**src/rtl/conv1_event_scheduler_pkg.sv**
```systemverilog
// Shared definitions for the conv1 event scheduler slice.
// Holds the layer-wide coordinate limit, the default event FIFO depth and
// start timeout, the one-hot scheduler state type, the AER coordinate
// layout, and the legal-range helper used when events are accepted.
package conv1_event_scheduler_pkg;

  localparam int unsigned conv1_max_coord        = 27;
  localparam int unsigned conv1_sched_fifo_depth = 8;
  localparam int unsigned conv1_start_timeout    = 4;

  typedef enum logic [4:0] {
    S_IDLE       = 5'b00001,
    S_ISSUE      = 5'b00010,
    S_WAIT_START = 5'b00100,
    S_BUSY       = 5'b01000,
    S_TS_DONE    = 5'b10000
  } sched_state_e;

  typedef struct packed {
    logic [7:0] row;
    logic [7:0] col;
  } aer_coord_t;

  function automatic logic coord_in_range(input logic [15:0] ev,
                                          input int unsigned max_coord);
    aer_coord_t c;
    c = ev;
    return (32'(c.row) <= max_coord) && (32'(c.col) <= max_coord);
  endfunction

endpackage

```
**src/rtl/conv1_event_scheduler_if.sv**
```systemverilog
// Event-side bundle of the conv1 scheduler.
//   req_valid/req_aer0/req_aer1/req_ready : two-channel AER request handshake
//   ts_end/ts_done                         : timestep close request / ack
//   aer_out/aer_flag/operating_flag        : address-generator side
//   drop_cnt/timeout_err                   : status
// master = event sources + generator, slave = scheduler.
interface conv1_event_scheduler_if;
  logic [1:0]  req_valid;
  logic [15:0] req_aer0;
  logic [15:0] req_aer1;
  logic [1:0]  req_ready;
  logic        ts_end;
  logic        ts_done;
  logic [15:0] aer_out;
  logic        aer_flag;
  logic        operating_flag;
  logic [7:0]  drop_cnt;
  logic        timeout_err;

  modport master (
    output req_valid, req_aer0, req_aer1, ts_end, operating_flag,
    input  req_ready, ts_done, aer_out, aer_flag, drop_cnt, timeout_err
  );

  modport slave (
    input  req_valid, req_aer0, req_aer1, ts_end, operating_flag,
    output req_ready, ts_done, aer_out, aer_flag, drop_cnt, timeout_err
  );
endinterface

```
**src/rtl/aer_sync_fifo.sv**
```systemverilog
// Single-clock FIFO for AER events, shared by the layer schedulers.
//   work_clk, rst_n  : clock, asynchronous active-low reset (flushes pointers)
//   push_i, data_i   : write request / data (ignored when full)
//   pop_i, data_o    : read request / head entry (show-ahead)
//   full_o, empty_o  : status flags
// Pointers carry one extra wrap bit: full when wrap bits differ and
// address bits match, empty when the pointers are identical.
module aer_sync_fifo #(
  parameter int unsigned DEPTH = 8,
  parameter int unsigned WIDTH = 16
) (
  input  logic             work_clk,
  input  logic             rst_n,
  input  logic             push_i,
  input  logic [WIDTH-1:0] data_i,
  input  logic             pop_i,
  output logic [WIDTH-1:0] data_o,
  output logic             full_o,
  output logic             empty_o
);
  localparam int unsigned AW = $clog2(DEPTH);

  logic [WIDTH-1:0] mem_q [DEPTH];
  logic [AW:0]      wr_ptr_q;
  logic [AW:0]      rd_ptr_q;
  logic             do_push;
  logic             do_pop;

  assign full_o  = (wr_ptr_q[AW] != rd_ptr_q[AW]) &&
                   (wr_ptr_q[AW-1:0] == rd_ptr_q[AW-1:0]);
  assign empty_o = (wr_ptr_q == rd_ptr_q);
  assign do_push = push_i && !full_o;
  assign do_pop  = pop_i && !empty_o;
  assign data_o  = mem_q[rd_ptr_q[AW-1:0]];

  always_ff @(posedge work_clk or negedge rst_n) begin
    if (!rst_n) begin
      wr_ptr_q <= '0;
      rd_ptr_q <= '0;
    end else begin
      if (do_push) wr_ptr_q <= wr_ptr_q + 1'b1;
      if (do_pop)  rd_ptr_q <= rd_ptr_q + 1'b1;
    end
  end

  // Storage needs no reset: entries are only visible between the pointers.
  always_ff @(posedge work_clk) begin
    if (do_push) mem_q[wr_ptr_q[AW-1:0]] <= data_i;
  end

endmodule

```
**src/rtl/conv1_event_scheduler.sv**
```systemverilog
// conv1 event scheduler: arbitrates two AER request channels round-robin,
// drops out-of-range coordinates, buffers events in aer_sync_fifo and
// issues them one at a time to the address generator as a one-cycle
// aer_flag, holding aer_out until the generator's operating_flag run ends.
// Also closes timesteps: ts_end is answered with a single ts_done once
// every event accepted before it has been processed.
//   work_clk, rst_n : clock, asynchronous active-low reset
//   ev (slave)      : request channels, timestep handshake, generator side,
//                     drop counter and sticky start-timeout error
module conv1_event_scheduler
  import conv1_event_scheduler_pkg::*;
#(
  parameter int unsigned FIFO_DEPTH    = conv1_sched_fifo_depth,
  parameter int unsigned START_TIMEOUT = conv1_start_timeout,
  parameter int unsigned MAX_COORD     = conv1_max_coord
) (
  input  logic                   work_clk,
  input  logic                   rst_n,
  conv1_event_scheduler_if.slave ev
);
  localparam int unsigned TW = $clog2(START_TIMEOUT + 1);

  logic [1:0]   ready;
  logic         accept;
  logic [15:0]  acc_ev;
  logic         push;
  logic         pop;
  logic [15:0]  fifo_rd;
  logic         fifo_full;
  logic         fifo_empty;

  logic         rr_q;
  logic         ts_pending_q;
  logic [7:0]   drop_cnt_q;
  sched_state_e state_q;
  logic [15:0]  aer_out_q;
  logic         aer_flag_q;
  logic         ts_done_q;
  logic         timeout_err_q;
  logic [TW-1:0] wait_cnt_q;

  // Grant is one-hot and only offered to a valid channel, so a lone
  // requester is served regardless of where the pointer sits.
  always_comb begin
    ready = '0;
    if (!fifo_full) begin
      if (&ev.req_valid)       ready = rr_q ? 2'b10 : 2'b01;
      else if (ev.req_valid[0]) ready = 2'b01;
      else if (ev.req_valid[1]) ready = 2'b10;
    end
    accept = |(ready & ev.req_valid);
    acc_ev = ready[1] ? ev.req_aer1 : ev.req_aer0;
    push   = accept && coord_in_range(acc_ev, MAX_COORD);
    pop    = (state_q == S_IDLE) && !fifo_empty;
  end

  aer_sync_fifo #(
    .DEPTH (FIFO_DEPTH),
    .WIDTH (16)
  ) u_fifo (
    .work_clk (work_clk),
    .rst_n    (rst_n),
    .push_i   (push),
    .data_i   (acc_ev),
    .pop_i    (pop),
    .data_o   (fifo_rd),
    .full_o   (fifo_full),
    .empty_o  (fifo_empty)
  );

  always_ff @(posedge work_clk or negedge rst_n) begin
    if (!rst_n) begin
      rr_q         <= 1'b0;
      drop_cnt_q   <= '0;
      ts_pending_q <= 1'b0;
    end else begin
      if (accept && (&ev.req_valid)) rr_q <= ~rr_q;
      if (accept && !push && (drop_cnt_q != 8'hFF)) drop_cnt_q <= drop_cnt_q + 8'd1;
      // The ack cycle clears the request; a ts_end landing on that same
      // cycle is absorbed into the timestep being closed.
      if (state_q == S_TS_DONE)  ts_pending_q <= 1'b0;
      else if (ev.ts_end)        ts_pending_q <= 1'b1;
    end
  end

  always_ff @(posedge work_clk or negedge rst_n) begin
    if (!rst_n) begin
      state_q       <= S_IDLE;
      aer_out_q     <= '0;
      aer_flag_q    <= 1'b0;
      ts_done_q     <= 1'b0;
      timeout_err_q <= 1'b0;
      wait_cnt_q    <= '0;
    end else begin
      aer_flag_q <= 1'b0;
      ts_done_q  <= 1'b0;
      case (state_q)
        S_IDLE: begin
          // Queued events win over the timestep close, so everything
          // accepted before ts_end is issued first.
          if (!fifo_empty) begin
            aer_out_q  <= fifo_rd;
            aer_flag_q <= 1'b1;
            state_q    <= S_ISSUE;
          end else if (ts_pending_q) begin
            ts_done_q <= 1'b1;
            state_q   <= S_TS_DONE;
          end
        end
        S_ISSUE: begin
          wait_cnt_q <= '0;
          state_q    <= S_WAIT_START;
        end
        S_WAIT_START: begin
          if (ev.operating_flag) begin
            state_q <= S_BUSY;
          end else if (wait_cnt_q == TW'(START_TIMEOUT - 1)) begin
            timeout_err_q <= 1'b1;
            state_q       <= S_IDLE;
          end else begin
            wait_cnt_q <= wait_cnt_q + 1'b1;
          end
        end
        S_BUSY: begin
          if (!ev.operating_flag) state_q <= S_IDLE;
        end
        S_TS_DONE: state_q <= S_IDLE;
        default:   state_q <= S_IDLE;
      endcase
    end
  end

  assign ev.req_ready   = ready;
  assign ev.aer_out     = aer_out_q;
  assign ev.aer_flag    = aer_flag_q;
  assign ev.ts_done     = ts_done_q;
  assign ev.drop_cnt    = drop_cnt_q;
  assign ev.timeout_err = timeout_err_q;

endmodule

```
**src/flat_wrapper.sv**
```systemverilog
// flat-port wrapper written by rule: the top's interface ports become plain ports
module conv1_event_scheduler_flat import conv1_event_scheduler_pkg::*;
#(
  parameter int unsigned FIFO_DEPTH    = conv1_sched_fifo_depth,
  parameter int unsigned START_TIMEOUT = conv1_start_timeout,
  parameter int unsigned MAX_COORD     = conv1_max_coord
)
  (work_clk, rst_n, ev_req_valid, ev_req_aer0, ev_req_aer1, ev_ts_end, ev_operating_flag, ev_req_ready, ev_ts_done, ev_aer_out, ev_aer_flag, ev_drop_cnt, ev_timeout_err);
  conv1_event_scheduler_if ev_i ();
  input  logic work_clk;
  input  logic rst_n;
  input wire logic [$bits(ev_i.req_valid)-1:0] ev_req_valid;
  input wire logic [$bits(ev_i.req_aer0)-1:0] ev_req_aer0;
  input wire logic [$bits(ev_i.req_aer1)-1:0] ev_req_aer1;
  input wire logic [$bits(ev_i.ts_end)-1:0] ev_ts_end;
  input wire logic [$bits(ev_i.operating_flag)-1:0] ev_operating_flag;
  output wire logic [$bits(ev_i.req_ready)-1:0] ev_req_ready;
  output wire logic [$bits(ev_i.ts_done)-1:0] ev_ts_done;
  output wire logic [$bits(ev_i.aer_out)-1:0] ev_aer_out;
  output wire logic [$bits(ev_i.aer_flag)-1:0] ev_aer_flag;
  output wire logic [$bits(ev_i.drop_cnt)-1:0] ev_drop_cnt;
  output wire logic [$bits(ev_i.timeout_err)-1:0] ev_timeout_err;
  assign ev_i.req_valid = ev_req_valid;
  assign ev_i.req_aer0 = ev_req_aer0;
  assign ev_i.req_aer1 = ev_req_aer1;
  assign ev_i.ts_end = ev_ts_end;
  assign ev_i.operating_flag = ev_operating_flag;
  assign ev_req_ready = ev_i.req_ready;
  assign ev_ts_done = ev_i.ts_done;
  assign ev_aer_out = ev_i.aer_out;
  assign ev_aer_flag = ev_i.aer_flag;
  assign ev_drop_cnt = ev_i.drop_cnt;
  assign ev_timeout_err = ev_i.timeout_err;
  conv1_event_scheduler #(.FIFO_DEPTH(FIFO_DEPTH), .START_TIMEOUT(START_TIMEOUT), .MAX_COORD(MAX_COORD)) u_core (.work_clk(work_clk), .rst_n(rst_n), .ev(ev_i));
endmodule
```
**config.mk**
```make
export PLATFORM = sky130hd
export DESIGN_NAME = conv1_event_scheduler_flat
export DESIGN_NICKNAME = d
export VERILOG_FILES = /design/src/rtl/conv1_event_scheduler_pkg.sv /design/src/rtl/conv1_event_scheduler_if.sv /design/src/rtl/aer_sync_fifo.sv /design/src/rtl/conv1_event_scheduler.sv /design/src/flat_wrapper.sv
export SDC_FILE = /design/constraint.sdc
export NUM_CORES = 1
export LEC_CHECK = 0
export CAP_MARGIN = 20
export CORE_AREA = 5 5 132 134
export CTS_CLUSTER_DIAMETER = 40
export DETAILED_ROUTE_END_ITERATION = 10
export DIE_AREA = 0 0 137 139
export PLACE_DENSITY_LB_ADDON = 0.05
export SLEW_MARGIN = 20
export SYNTH_ARGS = -nofsm -noshare
export SYNTH_HDL_FRONTEND = slang
export SYNTH_SLANG_ARGS = --single-unit
```
**constraint.sdc**
```tcl
create_clock -name work_clk -period 4.25 [get_ports work_clk]
set_clock_uncertainty 0.1 [all_clocks]
set_input_delay 0.85 -clock work_clk [delete_from_list [all_inputs] [get_ports work_clk]]
set_output_delay 0.85 -clock work_clk [all_outputs]
set_load 0.02 [all_outputs]
```
# Yosys cells after proc, flatten, opt, wreduce, memory -nomap -nowiden
# Memory sizes are Yosys's and may differ from the RTL's. A register that Yosys moved wholly into a read port is not among the register bits.
# Cells that the tools add are included.
[classes]
n_reduce_logical = 21
magnitude_cmp = 2
bitwise_logic = 4
n_addsub = 4
muxes = 24
n_eq_ne = 15
[op_table]
columns = ["cell", "count"]
rows = [
  ["5-bit two-way mux", 5],
  ["5-bit case mux with 4 select lines", 1],
  ["8-bit by 5-bit <= comparator with 1-bit output (second input constant)", 2],
  ["16-bit two-way mux", 1],
  ["2-bit two-way mux", 5],
  ["1-bit logical AND", 9],
  ["1-bit two-way mux", 9],
  ["3-bit AND reduction", 3],
  ["4-bit by 1-bit adder with 4-bit output (second input constant)", 2],
  ["8-bit by 1-bit adder with 8-bit output (second input constant)", 1],
  ["8-bit inequality test (second input constant)", 1],
  ["3-bit two-way mux", 2],
  ["2-bit inequality test (second input constant)", 3],
  ["3-bit case mux with 2 select lines", 1],
  ["5-bit by 1-bit == test with 1-bit output (second input constant)", 1],
  ["5-bit by 2-bit == test with 1-bit output (second input constant)", 1],
  ["5-bit by 3-bit == test with 1-bit output (second input constant)", 1],
  ["5-bit by 4-bit == test with 1-bit output (second input constant)", 1],
  ["5-bit == test (second input constant)", 1],
  ["4-bit == test", 1],
  ["1-bit zero test", 4],
  ["2-bit AND reduction", 2],
  ["2-bit nonzero test", 2],
  ["3-bit by 1-bit adder with 3-bit output (second input constant)", 1],
  ["other kinds (8)", 10],
]
[word_totals]
out_inout_bits = 29
register_bits = 29
inputBits = 38
wordCells = 81
mem_count = 1
mem_bits_rw = 128
[mem_list]
columns = ["name", "depth", "width", "read_ports", "rd_ports_with_merged_regs", "wr", "line", "source"]
rows = [
  ["u_core.u_fifo.mem_q", 8, 16, 1, 1, 1, "aer_sync_fifo.sv:23", "logic [WIDTH-1:0] mem_q [DEPTH];"],
]

# Longest topological paths before layout
# Gate-level depths: netlist of run 1.
[depth]
ltp_word = 11
depth_mapped = 9
depth_no_buf = 7

# Modules after synthesis
# From an unflattened synthesis of run 1, not the netlist that was laid out.
[hier_totals]
hier_cells = 428
area_unflattened_um2 = 7337.0
[by_module_without_submodules]
columns = ["mod", "area_per_inst_um2", "seq_area_each_um2", "cells_each", "n_inst"]
rows = [
  ["aer_sync_fifo", 5496.5, 4043.9, 244, 1],
  ["conv1_event_scheduler", 1840.5, 927.1, 184, 1],
]

# Least setup slack after synthesis of run 1
# OpenSTA, ideal clock, no wires.
[synth_path]
kind = "register to register"
from = "register u_core.u_fifo.rd_ptr_q[0]"
to = "memory u_core.u_fifo.mem_q[0][0] (enable)"
arrival_ps = 3544
stages_incl_launch_ff = 10
path_slack_ps = 176
n_path_buf = 3
setup_time_ps = 430
period_less_slack_ps = 4074
required_time_ps = 3720
cell_sequence = "dfrtp_1 buf_4 xor2_1 or4_4 and3_1 buf_6 mux2i_1 buf_4 nand2_4 nor4_1"
[synth_between]
elab_chain_len = 10
elab_cells_between_ends = 14
cone_classes = "order compare: 2; eq/ne: 1; mux: 4; bitwise: 1; reduce/logical: 6"
[synth_lines]
columns = ["item", "line", "source"]
rows = [
  ["start: declaration", "aer_sync_fifo.sv:25", "logic [AW:0] rd_ptr_q;"],
  ["start signal: assignment", "aer_sync_fifo.sv:42", "if (do_pop) rd_ptr_q <= rd_ptr_q + 1'b1;"],
  ["3-bit == test (*)", "aer_sync_fifo.sv:30", "(wr_ptr_q[AW-1:0] == rd_ptr_q[AW-1:0]);"],
  ["1-bit logical AND (*)", "aer_sync_fifo.sv:29", "assign full_o = (wr_ptr_q[AW] != rd_ptr_q[AW]) &&"],
  ["2-bit two-way mux", "conv1_event_scheduler.sv:46", "if (!fifo_full) begin"],
  ["16-bit two-way mux", "conv1_event_scheduler.sv:52", "acc_ev = ready[1] ? ev.req_aer1 : ev.req_aer0;"],
  ["8-bit by 5-bit <= comparator with 1-bit output", "conv1_event_scheduler_pkg.sv:28", "return (32'(c.row) <= max_coord) && (32'(c.col) <= max_coord);"],
  ["1-bit logical AND", "conv1_event_scheduler_pkg.sv:28", ""],
  ["1-bit logical AND", "conv1_event_scheduler.sv:53", "push = accept && coord_in_range(acc_ev, MAX_COORD);"],
  ["1-bit logical AND (*)", "aer_sync_fifo.sv:32", "assign do_push = push_i && !full_o;"],
  ["1-bit two-way mux (*)", "aer_sync_fifo.sv:48", "if (do_push) mem_q[wr_ptr_q[AW-1:0]] <= data_i;"],
  ["1-bit two-way mux (not written as such) (*)", "aer_sync_fifo.sv:48", ""],
  ["end: declaration", "aer_sync_fifo.sv:23", ""],
]
# Mark *: on every way between the ends. The rest lies on a longest branch, timed or not.

# Worst setup path in the final report of run 1
[layout_path]
from = "register u_core.u_fifo.wr_ptr_q[0]"
to = "output ev_req_ready[1]"
[layout_between]
elab_chain_len = 3
[layout_lines]
columns = ["item", "line", "source"]
rows = [
  ["start: declaration", "aer_sync_fifo.sv:24", "logic [AW:0] wr_ptr_q;"],
  ["start signal: assignment", "aer_sync_fifo.sv:41", "if (do_push) wr_ptr_q <= wr_ptr_q + 1'b1;"],
  ["3-bit == test", "aer_sync_fifo.sv:30", ""],
  ["1-bit logical AND", "aer_sync_fifo.sv:29", ""],
  ["2-bit two-way mux", "conv1_event_scheduler.sv:46", ""],
  ["end: declaration", "flat_wrapper.sv:17", "output wire logic [$bits(ev_i.req_ready)-1:0] ev_req_ready;"],
]
# No other way between the ends.

==> results_dict.tcl, run 1 <==
set metrics [dict create \
    synthesis.nets 456 \
    worstPathArrival_ns 2.80 \
    clockBufferDepth 2 \
    antenna_found_initial 0 \
    vias_per_cell 5.20 \
    portBuffers 66 \
    ys_seq_elements 173 \
    track_usage 0.161 \
    start_util 0.438 \
    max_slew_margin 0.445 \
    detail_route.wl_per_cell_um 19.7 \
    required_ns 3.30 \
    synth_top_area_share 0.543 \
    cts_setup_buffers 0 \
    setup_tns_ns 0 \
    cts_resized 0 \
    max_freq_ghz 0.267 \
    clkLatencyLatePin_ns 0.42 \
    placementRows 47 \
    fin_nets 541 \
    rsz0062_at_grt "no" \
    die-area_sq_um 19000 \
    htree_num_levels 4 \
    fin_crit_sh 0.882 \
    finalSetupViolCount 0 \
    tritoncts "built" \
    synth_area_sq_um 7080 \
    yosys_warnings 0 \
    ys_seq_area_frac 0.702 \
    drc_errors 0 \
    clk_pin_slew_ns 0.07 \
    synth_ff_type "edfxtp_1" \
    met1_usage 0.232 \
    status "complete, no violations" \
    dp_hpwl_mm 9.47 \
    dr.pass1.iters 5 \
    irDropWorstVdd_uv 301 \
    total_leakage_power_nw 3.16 \
    cts.sinks 173 \
    cts-root-buf "clkbuf_16" \
    ios 67 \
    yosysUniqueCellTypes 41 \
    top_usage_layer "met2" \
    n_antenna_cell 0 \
    grt_pass1_wl_mm 22.7 \
    placed_cells_incl_taps 699 \
    synth_edf_count 128 \
    grt_util_met3 0.0414 \
    critPathLaunchType "flip-flop" \
    synthCells 413 \
    numCtsBuffers 17 \
    critPathKind "flip-flop to primary output" \
    ys_top_cells_by_area "edfxtp_1, dfrtp_1, mux4_2" \
    fin_cells 731 \
    n_fill_cell 1311 \
    die_h_um 139 \
    final_common_cell "edfxtp_1" \
    async_flop_share 0.260 \
    syn2layout_area_growth_pct 23.1 \
    drv_cap 0 \
    hold_viol_final 0 \
    worstPathMaxFanout 11 \
    grt_max_degree 36 \
    ant_nets 0 \
    coreArea_sq_um 16200 \
    hold_class "input port to async pin" \
    first_global_vias 3927 \
    gp_congestion 0.758 \
    cts-hold-fix-buffers 0 \
    pre_cts_ws_ns 0.718 \
    grt_util_met2 0.245 \
    tightest_slew_ns 0.832 \
    syn_avg_cell_area_sq_um 17.2 \
    grt.overflow.total 0 \
    drtIter0Drc 203 \
    dr_total_vias 3799 \
    layout_min_cycle_time_ns 3.75 \
    yosys.area.top_type "edfxtp_1" \
    p_per_area_nw_per_um2 639 \
    drv_slew 0 \
    fin_hold_ws_ns 0.254 \
    setup_ws_ns 0.501 \
    wl_mm 14.4 \
    cp-end-kind "primary output" \
    final_cell_mix "edfxtp_1, clkdlybuf4s50_1, dfrtp_1, mux4_2, nand2_1" \
    die_w_um 137 \
    drive_gt1_frac 0.227 \
    p_total_mw 5.58 \
]
## sequential cells by signal, indices dropped and copies added (netlist names)
signal	cells
u_core.rr_q	1
u_core.ev.drop_cnt	8
u_core.u_fifo.mem_q	128
u_core.state_q	5
u_core.ev.aer_flag	1
u_core.u_fifo.rd_ptr_q	4
u_core.ts_pending_q	1
u_core.u_fifo.wr_ptr_q	4
u_core.ev.aer_out	16
u_core.ev.ts_done	1
u_core.wait_cnt_q	3
u_core.ev.timeout_err	1
## final cells by class
class / instances / area [sq um] / area share
clock buffers: 20 / 447 / 0.0512
flip-flops and latches: 173 / 4970 / 0.570
inverters: 9 / 33.8 / 0.00387
clock inverters: 12 / 163 / 0.0187
multi-input cells: 210 / 2020 / 0.231
repair buffers: 87 / 813 / 0.0933
well taps: 220 / 275 / 0.0316
## worst paths after layout
check                           cells after the start                      start                          to  slack, ns
min in group work_clk                               1      u_core.ev.timeout_err       u_core.ev.timeout_err       0.35
worst max-delay path                                4  u_core.u_fifo.wr_ptr_q[0]             ev_req_ready[1]       0.50
worst min-delay path                                1                      rst_n       u_core.ev.aer_out[10]       0.25
max in group asynchronous                           2                      rst_n           u_core.state_q[0]       2.98
worst min register to register                      1      u_core.ev.timeout_err       u_core.ev.timeout_err       0.35
worst max register to register                      7  u_core.u_fifo.wr_ptr_q[0]  u_core.u_fifo.mem_q[6][14]       0.87
## Yosys cell counts, types with 6 or more instances
library cell / number
and3_1: 6
xor2_1: 9
nand3_1: 9
nand4_1: 7
nor3_1: 7
o21ai_0: 20
mux4_2: 32
xnor2_1: 9
mux2i_1: 18
dfrtp_1: 44
nor2_1: 8
edfxtp_1: 128
inv_1: 9
nand2_1: 29
clkbuf_1: 10
mux2_2: 17
## power by group
group          switching [mW]  internal [mW]
Sequential              0.170           2.07
Clock                   0.634          0.949
Combinational           0.931          0.822
Total                    1.73           3.84
## through the flow
step / utilization / instance area (sq um)
final: 0.539 / 8720
after global routing: 0.539 / 8720
after CTS: 0.539 / 8720
after detailed placement: 0.502 / 8110
after global placement: 0.502 / 8110
after floorplan: - / 7080
## critical path: stages (launching register included)
cell             delay, ns
dfrtp_1               0.66
xor2_1                0.20
or4_4                 0.56
and3_1                0.29
clkdlybuf4s50_1       0.67
## per-layer routing
layer,vias to the layer above,part of all wire
met4,0,0.0096
met1,1936,0.47
li1,1763,-
met5,-,0
met2,89,0.48
met3,11,0.042
## cells by family after synthesis
kind of cell / share of synthesized area
buf+inv: 0.0198
simple gates: 0.0668
flops: 0.702
compound gates: 0.0244
xor+xnor: 0.0223
mux: 0.156
fa+ha+maj: 0.00883
No activity file was read; power rests on OpenSTA's default activity.
==> run 2, diff against run 1 <==
CORE_AREA = 3 3 130 132   (was 5 5 132 134)
CTS_CLUSTER_SIZE = 20   (was default)
DIE_AREA = 0 0 133 135   (was 0 0 137 139)
==> run 2 against run 1 <==
Compared with the run above:
- first-iteration DRC count increased by 6.4%
- die area decreased by 5.7%
- sequential cell count unchanged
- critical path depth unchanged
- power about the same
- global-route usage increased by 1.5 points
- sequential power about the same
- clock-buffer cell count decreased by 3
- critical path type unchanged
- largest power group unchanged
- highest routed layer unchanged
==> results_dict.tcl, run 2 (same netlist as run 1, synthesis figures left out) <==
set metrics [dict create \
    dr_total_vias 3859 \
    start_util 0.448 \
    drv_cap 0 \
    clk_pin_slew_ns 0.07 \
    die_h_um 135 \
    seqPwrFrac 0.402 \
    cp_slowest_stage_delay_ns 0.63 \
    ff2ff_setup_slack_ns 1.02 \
    total_leakage_power_nw 3.15 \
    portBuffers 66 \
    finalSetupViolCount 0 \
    vias_per_cell 5.32 \
    worstPathMaxFanout 11 \
    rsz0062_at_grt "no" \
    max_freq_ghz 0.273 \
    wl_mm 14.6 \
    drtIter0Drc 216 \
    stdcell_area_sq_um 8710 \
    cts-hold-fix-buffers 0 \
    setup_tns_ns 0 \
    power_switching_mw 1.82 \
    worstPathArrival_ns 2.71 \
    syn2layout_area_growth_pct 23.0 \
    hold_class "input port to async pin" \
    grt_util_met3 0.0469 \
    fin_cells 726 \
    drv_slew 0 \
    fin_crit_sh 0.862 \
    layout_min_cycle_time_ns 3.66 \
    grt_pass1_wl_mm 23.4 \
    htree_num_levels 4 \
    cp-end-kind "primary output" \
    cts_resized 0 \
    n_antenna_cell 0 \
    n_fill_cell 1265 \
    crit_slowest_cell "dfrtp_1" \
    antenna_found_initial 0 \
    irDropWorstVdd_uv 334 \
    drc_errors 0 \
    p_clk_frac 0.276 \
    grt_util_met2 0.280 \
    crit_family "simple AND/OR/NAND/NOR gates" \
    tightest_slew_ns 0.835 \
    swShare 0.326 \
    cts-root-buf "clkbuf_16" \
    hold_viol_final 0 \
    drive_gt1_frac 0.229 \
    postPlaceCellArea_sq_um 8110 \
    clockBufferDepth 2 \
    top_usage_layer "met2" \
    dp_hpwl_mm 9.54 \
    final_cell_mix "edfxtp_1, clkdlybuf4s50_1, dfrtp_1, mux4_2, nand2_1" \
    critPathLaunchType "flip-flop" \
    cts_setup_buffers 0 \
    detail_route.wl_per_cell_um 20.1 \
    die_w_um 133 \
    gp_congestion 0.772 \
    met1_usage 0.245 \
    fin_nets 540 \
    cts.sinks 173 \
    largest_register_ffs 128 \
    placementRows 46 \
    status "complete, no violations" \
    path_cells "xor2_1 -> or4_4 -> and3_1 -> clkdlybuf4s50_1" \
    clkLatencyLatePin_ns 0.43 \
    tritoncts "built" \
    grt_max_degree 36 \
    die-area_sq_um 18000 \
    final_common_cell "edfxtp_1" \
    numCtsBuffers 17 \
    grt.overflow.total 0 \
    dr.pass1.iters 6 \
    setup_ws_ns 0.589 \
    ant_nets 0 \
    pre_cts_ws_ns 0.834 \
    crit_buf_inv 1 \
    placed_cells_incl_taps 694 \
    coreArea_sq_um 15800 \
    ios 67 \
    critPathKind "flip-flop to primary output" \
    required_ns 3.30 \
    first_global_vias 4048 \
    p_per_area_nw_per_um2 640 \
    comb_power_share 0.322 \
    track_usage 0.176 \
    max_slew_margin 0.443 \
    p_int_mw 3.76 \
]
[run 2: through the flow]
step / hold slack (ns) / power [mW] / util
final: 0.242 / 5.57 / 0.550
after global routing: 0.239 / 5.93 / 0.550
after CTS: 0.237 / 5.66 / 0.550
after detailed placement: 0.347 / 4.11 / 0.512
after global placement: 0.338 / 4.08 / 0.512
after floorplan: 0.332 / 3.45 / -
[run 2: final cells by class]
cell class	count	area (sq um)	area share
well taps	216	270	0.0310
clock buffers	17	425	0.0488
clock inverters	15	175	0.0201
multi-input cells	210	2020	0.232
inverters	9	33.8	0.00388
flip-flops and latches	173	4970	0.571
repair buffers	86	818	0.0939
[run 2: worst paths after layout]
| kind | from | end | cells past startpoint |
|---|---|---|---|
| worst max-delay path | u_core.u_fifo.wr_ptr_q[1] | ev_req_ready[1] | 4 |
| worst min-delay path | rst_n | u_core.ev.drop_cnt[2] | 1 |
| worst max register to register | u_core.u_fifo.wr_ptr_q[1] | u_core.u_fifo.mem_q[1][15] | 8 |
| worst min register to register | u_core.ev.timeout_err | u_core.ev.timeout_err | 1 |
| max in group asynchronous | rst_n | u_core.u_fifo.rd_ptr_q[0] | 2 |
| min in group work_clk | u_core.ev.timeout_err | u_core.ev.timeout_err | 1 |
[run 2: power by group through the flow]
stage	clock network, mW	registers, mW	logic [mW]
6_report	1.54	2.24	1.79
4_1_cts	1.58	2.24	1.84
3_5_place_dp	0	2.27	1.83
2_1_floorplan	0	2.36	1.09
3_3_place_gp	0	2.27	1.81
5_1_grt	1.66	2.27	1.99
[run 2: layer usage]
metal | wire length (um) | vias up | part of all wire
li1 | - | 1776 | -
met1 | 6760 | 1998 | 0.46
met2 | 7100 | 78 | 0.49
met3 | 611 | 7 | 0.042
met4 | 95 | 0 | 0.0065
met5 | 0 | - | 0
